File: config.mk
export PLATFORM = sky130hd
export DESIGN_NAME = apb_tick_gen
export DESIGN_NICKNAME = d
export VERILOG_FILES = /design/src/rtl/apb_tick_gen.sv
export SDC_FILE = /design/constraint.sdc
export NUM_CORES = 1
export LEC_CHECK = 0
export ABC_AREA = 1
export ABC_CLOCK_PERIOD_IN_PS = 1700
export CAP_MARGIN = 5
export CORE_ASPECT_RATIO = 0.7
export CORE_MARGIN = 4
export CORE_UTILIZATION = 30
export CTS_CLUSTER_DIAMETER = 150
export CTS_CLUSTER_SIZE = 28
export DETAILED_ROUTE_END_ITERATION = 10
export PLACE_DENSITY_LB_ADDON = 0.25
export SLEW_MARGIN = 40
export SYNTH_ARGS = -nofsm -noshare
export SYNTH_HDL_FRONTEND = slang
export SYNTH_SLANG_ARGS = --single-unit
File: constraint.sdc
create_clock -name PCLK -period 1.7 [get_ports PCLK]
set_input_delay 0.34 -clock PCLK [delete_from_list [all_inputs] [get_ports PCLK]]
set_output_delay 0.34 -clock PCLK [all_outputs]
set_load 0.02 [all_outputs]
File: src/rtl/apb_tick_gen.sv
// APB-programmable tick generator: synchronizes and glitch-filters EXTIN, turns
// selected filtered edges (or every PCLK) into events, and prescales them into TICKOUT pulses.
module apb_tick_gen (
    input  logic        PCLK,
    input  logic        PRESETn,
    input  logic        PSEL,
    input  logic [11:2] PADDR,
    input  logic        PENABLE,
    input  logic        PWRITE,
    input  logic [31:0] PWDATA,
    output logic [31:0] PRDATA,
    output logic        PREADY,
    output logic        PSLVERR,
    input  logic        EXTIN,
    output logic        TICKOUT,
    output logic        FILTLVL
);

    logic        r_en;
    logic [1:0]  r_src;
    logic [3:0]  r_filt;
    logic [15:0] r_presc;
    logic [15:0] r_cnt;
    logic        r_tick;
    logic        r_tickSeen;
    logic        r_sync1;
    logic        r_sync2;
    logic        r_filtLvl;
    logic        r_filtDly;
    logic [3:0]  r_runCnt;

    logic        w_addrOk;
    logic        w_wrEn;
    logic        w_wrCtrl;
    logic        w_wrFilt;
    logic        w_wrPresc;
    logic        w_wrStatus;
    logic        w_event;
    logic        w_wrap;
    logic        w_unused;

    assign w_addrOk   = (PADDR <= 10'd3);
    assign w_wrEn     = PSEL & PENABLE & PWRITE & w_addrOk;
    assign w_wrCtrl   = w_wrEn & (PADDR == 10'd0);
    assign w_wrFilt   = w_wrEn & (PADDR == 10'd1);
    assign w_wrPresc  = w_wrEn & (PADDR == 10'd2);
    assign w_wrStatus = w_wrEn & (PADDR == 10'd3);
    assign w_unused   = ^PWDATA[31:16];

    assign PREADY  = 1'b1;
    assign PSLVERR = PSEL & PENABLE & ~w_addrOk;
    assign TICKOUT = r_tick;
    assign FILTLVL = r_filtLvl;

    always_ff @(posedge PCLK or negedge PRESETn) begin
        if (!PRESETn) begin
            r_en    <= 1'b0;
            r_src   <= 2'b00;
            r_filt  <= 4'd0;
            r_presc <= 16'd0;
        end else begin
            if (w_wrCtrl) begin
                r_en  <= PWDATA[0];
                r_src <= PWDATA[2:1];
            end
            if (w_wrFilt) begin
                r_filt <= PWDATA[3:0];
            end
            if (w_wrPresc) begin
                r_presc <= PWDATA[15:0];
            end
        end
    end

    // Synchronizer and filter run even while disabled, so enabling never sees a stale edge.
    always_ff @(posedge PCLK or negedge PRESETn) begin
        if (!PRESETn) begin
            r_sync1   <= 1'b0;
            r_sync2   <= 1'b0;
            r_filtLvl <= 1'b0;
            r_filtDly <= 1'b0;
            r_runCnt  <= 4'd0;
        end else begin
            r_sync1   <= EXTIN;
            r_sync2   <= r_sync1;
            r_filtDly <= r_filtLvl;
            if (w_wrFilt) begin
                r_runCnt <= 4'd0;
            end else if (r_sync2 != r_filtLvl) begin
                if (r_runCnt == r_filt) begin
                    r_filtLvl <= r_sync2;
                    r_runCnt  <= 4'd0;
                end else begin
                    r_runCnt <= r_runCnt + 4'd1;
                end
            end else begin
                r_runCnt <= 4'd0;
            end
        end
    end

    always_comb begin
        w_event = 1'b0;
        case (r_src)
            2'b00:   w_event = r_filtLvl & ~r_filtDly;
            2'b01:   w_event = ~r_filtLvl & r_filtDly;
            2'b10:   w_event = r_filtLvl ^ r_filtDly;
            default: w_event = 1'b1;
        endcase
    end

    // A CTRL/PRESC write restarts the prescaler and swallows any event of that cycle.
    assign w_wrap = r_en & w_event & ~(w_wrCtrl | w_wrPresc) & (r_cnt == r_presc);

    always_ff @(posedge PCLK or negedge PRESETn) begin
        if (!PRESETn) begin
            r_cnt      <= 16'd0;
            r_tick     <= 1'b0;
            r_tickSeen <= 1'b0;
        end else begin
            if (w_wrCtrl | w_wrPresc | ~r_en) begin
                r_cnt <= 16'd0;
            end else if (w_event) begin
                r_cnt <= (r_cnt == r_presc) ? 16'd0 : r_cnt + 16'd1;
            end
            r_tick <= w_wrap;
            if (w_wrap | r_tick) begin
                r_tickSeen <= 1'b1;
            end else if (w_wrStatus & PWDATA[0]) begin
                r_tickSeen <= 1'b0;
            end
        end
    end

    always_comb begin
        PRDATA = 32'd0;
        if (PSEL && !PWRITE) begin
            case (PADDR)
                10'd0:   PRDATA = {29'd0, r_src, r_en};
                10'd1:   PRDATA = {28'd0, r_filt};
                10'd2:   PRDATA = {16'd0, r_presc};
                10'd3:   PRDATA = {r_cnt, 15'd0, r_tickSeen};
                default: PRDATA = 32'd0;
            endcase
        end
    end

endmodule

==> flow_summary.yaml <==
timing:
  setup_ws_ns: -0.166
  rsz0062_at_grt: "true"
  setup_viol: 22
  fin_crit_ns: 1.87
  final_max_slew_viol_count: 0
  period_share: 1.10
  clock.fmax_ghz: 0.536
  hold_viol: 0
  finClkSkew_ns: 0.00554
  setup_tns_ns: -2.08
logic_synthesis:
  yosysTopAreaCell: "dfrtp_1"
  synth_area_leaders: "dfrtp_1 39%, nand2_1 18%, inv_1 6.7%, nor2_1 5.9%, nand3_1 5.3%"
  syn_nets: 513
  ys_types: 25
  syn_area_per_cell_um2: 6.77
  synth-seq-cells: 49
  synth_seq_area_share: 0.393
  synth_area_mm2: 0.00312
  synth_top_cell_area_share: 0.393
  yosysWarnings: 0
  netlist_instances: 461
power_and_ir_drop:
  p_leak_nw: 2.52
  netSwitchingPower_mw: 0.779
  p_int_mw: 2.00
  combPwrFrac: 0.164
  pwr-share-seq: 0.456
  pwr-share-clk: 0.380
  vdd_ir_drop_max_uv: 401
  swShare: 0.280
  powerDensity_mw_per_mm2: 541
global_routing:
  grt_pass1_vias: 3258
  grt_antenna_before_repair: 0
  grt_overflow: 0
  grt_pass1_wl_um: 16900
  grt.total_usage: 0.177
  grt_max_degree: 50
setup_path:
  critPathLaunchType: "input pin"
  critPathRequiredTime_ns: 1.36
  crit_type: "input pin to output port"
  arrival_ns: 1.53
  reg2regPathDepth: 8
  path_max_fanout: 7
  crit_path_end_kind: "output port"
layout:
  utilization: 0.519
  num-nets-final: 639
  layout.cells.non_filler: 716
  diodes: 0
  drive_gt1_frac: 0.318
  area_growth_syn_to_layout_pct: 65.0
floorplanning:
  coreArea_mm2: 0.00991
  fp.dieW_um: 130
  die_area_mm2: 0.0121
  start_util: 0.315
  io_pins: 84
  die_y_um: 93.3
  placement_rows: 30
clocking:
  root_buffer: "clkbuf_16"
  clk_pin_slew_worst_paths_ns: 0.07
  clk_latency_ns: 0.29
  htree_num_levels: 2
  numCtsBuffers: 5
  postCtsHoldBufs: 0
  cts_tree: "yes"
  cts_num_sinks: 49
  clock_path_buffers: 2
drt:
  drtIter0Drc: 358
  vias: 3458
  routed_wl_um: 10600
  ant_nets: 0
  drcViolationCount: 0
  drt_first_pass_iters: 6
  wl_per_cell_um: 14.8
  avgViaCountPerCell: 4.83
placed_design:
  place_ws_ns: -0.963
  dpl.hpwl_um: 7400
  place_inst: 689
  place_congestion: 0.891
  io_buffers: 66
hold_path:
  hold_class: "input pin to asynchronous set/reset pin"
run_status:
  status: "finished with violations"
  violations: "setup timing"
run:
  max_cap_viol_count: 0
-- sequential cells by signal (all words and copies together) (netlist names) --
register / count
r_runCnt: 4
r_filtDly: 1
r_src: 2
r_cnt: 16
FILTLVL: 1
r_sync2: 1
r_presc: 16
r_tickSeen: 1
TICKOUT: 1
r_sync1: 1
r_en: 1
r_filt: 4
-- final cells by class --
class / instances / area (um2)
Fill cell: 920 / 4760
Multi-Input combinational cell: 339 / 2040
Timing Repair Buffer: 131 / 1330
Sequential cell: 49 / 1230
Inverter: 61 / 229
Tap cell: 128 / 160
Clock buffer: 5 / 125
Clock inverter: 3 / 28.8
-- critical path: stages --
cell,delay [ns]
buf_6,0.10
nor2_4,0.11
nand2_2,0.09
nor2_4,0.14
nand3_4,0.12
buf_6,0.16
buf_16,0.15
nor3_4,0.18
buf_6,0.14
-- stage by stage --
step | area, um2 | power (mW) | hold slack [ns]
floorplan | 3470 | 1.49 | 0.0444
global placement | 4630 | 1.71 | 0.335
detailed placement | 4630 | 1.72 | 0.351
CTS | 5080 | 2.80 | 0.0317
global route | 5150 | 2.92 | 0.0288
finish | 5150 | 2.78 | 0.0256
-- synthesized netlist by cell type (all sizes together) --
library cell and number:
nand4 3, o21ai 38, conb 1, buf 7, a21oi 5, nor3 32
nor2 55, o211ai 2, nand3 35, xnor2 3, inv 61, clkbuf 6
dfrtp 49, ha 4, nand2 150, xor2 10
-- cells by family after synthesis --
kind of cell | after synthesis | synth area share
AOI/OAI and AO/OA | 45 | 0.0738
xor gates and xnor gates | 13 | 0.0365
adders and majority gates | 4 | 0.0160
buffers and inverters | 74 | 0.0991
DFF | 49 | 0.393
other | 1 | 0.00120
and+or+nand+nor | 275 | 0.380
-- layout by cell type (no fill, tap or decap), drive strengths merged, types with 4 or more instances in the layout --
| cell type | instances |
|---|---|
| nand3 | 35 |
| clkdlybuf4s50 | 18 |
| dfrtp | 49 |
| clkbuf | 6 |
| nand2 | 151 |
| ha | 4 |
| o21ai | 38 |
| nor3 | 32 |
| inv | 63 |
| nor2 | 55 |
| dlygate4sd2 | 4 |
| xor2 | 10 |
| a21oi | 5 |
| buf | 108 |
-- timing repair --
action                     CTS  global route
pin swaps                    9            16
setup buffers               13             7
setup endpoints to repair   74            50
cloned                       3             1
gates resized for setup    249            37
-- routing by layer --
metal | share of wire | global-route usage | vias to the layer above
li1 | - | - | 1712
met2 | 0.44 | 0.253 | 114
met1 | 0.48 | 0.272 | 1622
met4 | 0.014 | 0.0502 | 0
met3 | 0.073 | 0.0303 | 10
met5 | 0 | 0 | -
-- power by group through the flow --
stage	Sequential, mW	Clock, mW	Combinational, mW
6_report	1.27	1.06	0.458
5_1_grt	1.28	1.13	0.512
4_1_cts	1.27	1.08	0.448
3_5_place_dp	1.29	0	0.426
3_3_place_gp	1.29	0	0.419
2_1_floorplan	1.30	0	0.194
-- path summary, 6_finish.rpt --
check                        endpoint  startpoint  slack (ns)
min                           r_sync1     PRESETn        0.03
min reg2reg                   r_sync2     r_sync1        0.37
min in group PCLK             r_sync2     r_sync1        0.37
max                        PRDATA[18]    PADDR[8]       -0.17
max reg2reg                  r_cnt[1]     FILTLVL        0.11
max in group asynchronous  r_presc[4]     PRESETn        1.43
(Power assumes the default switching activity.)
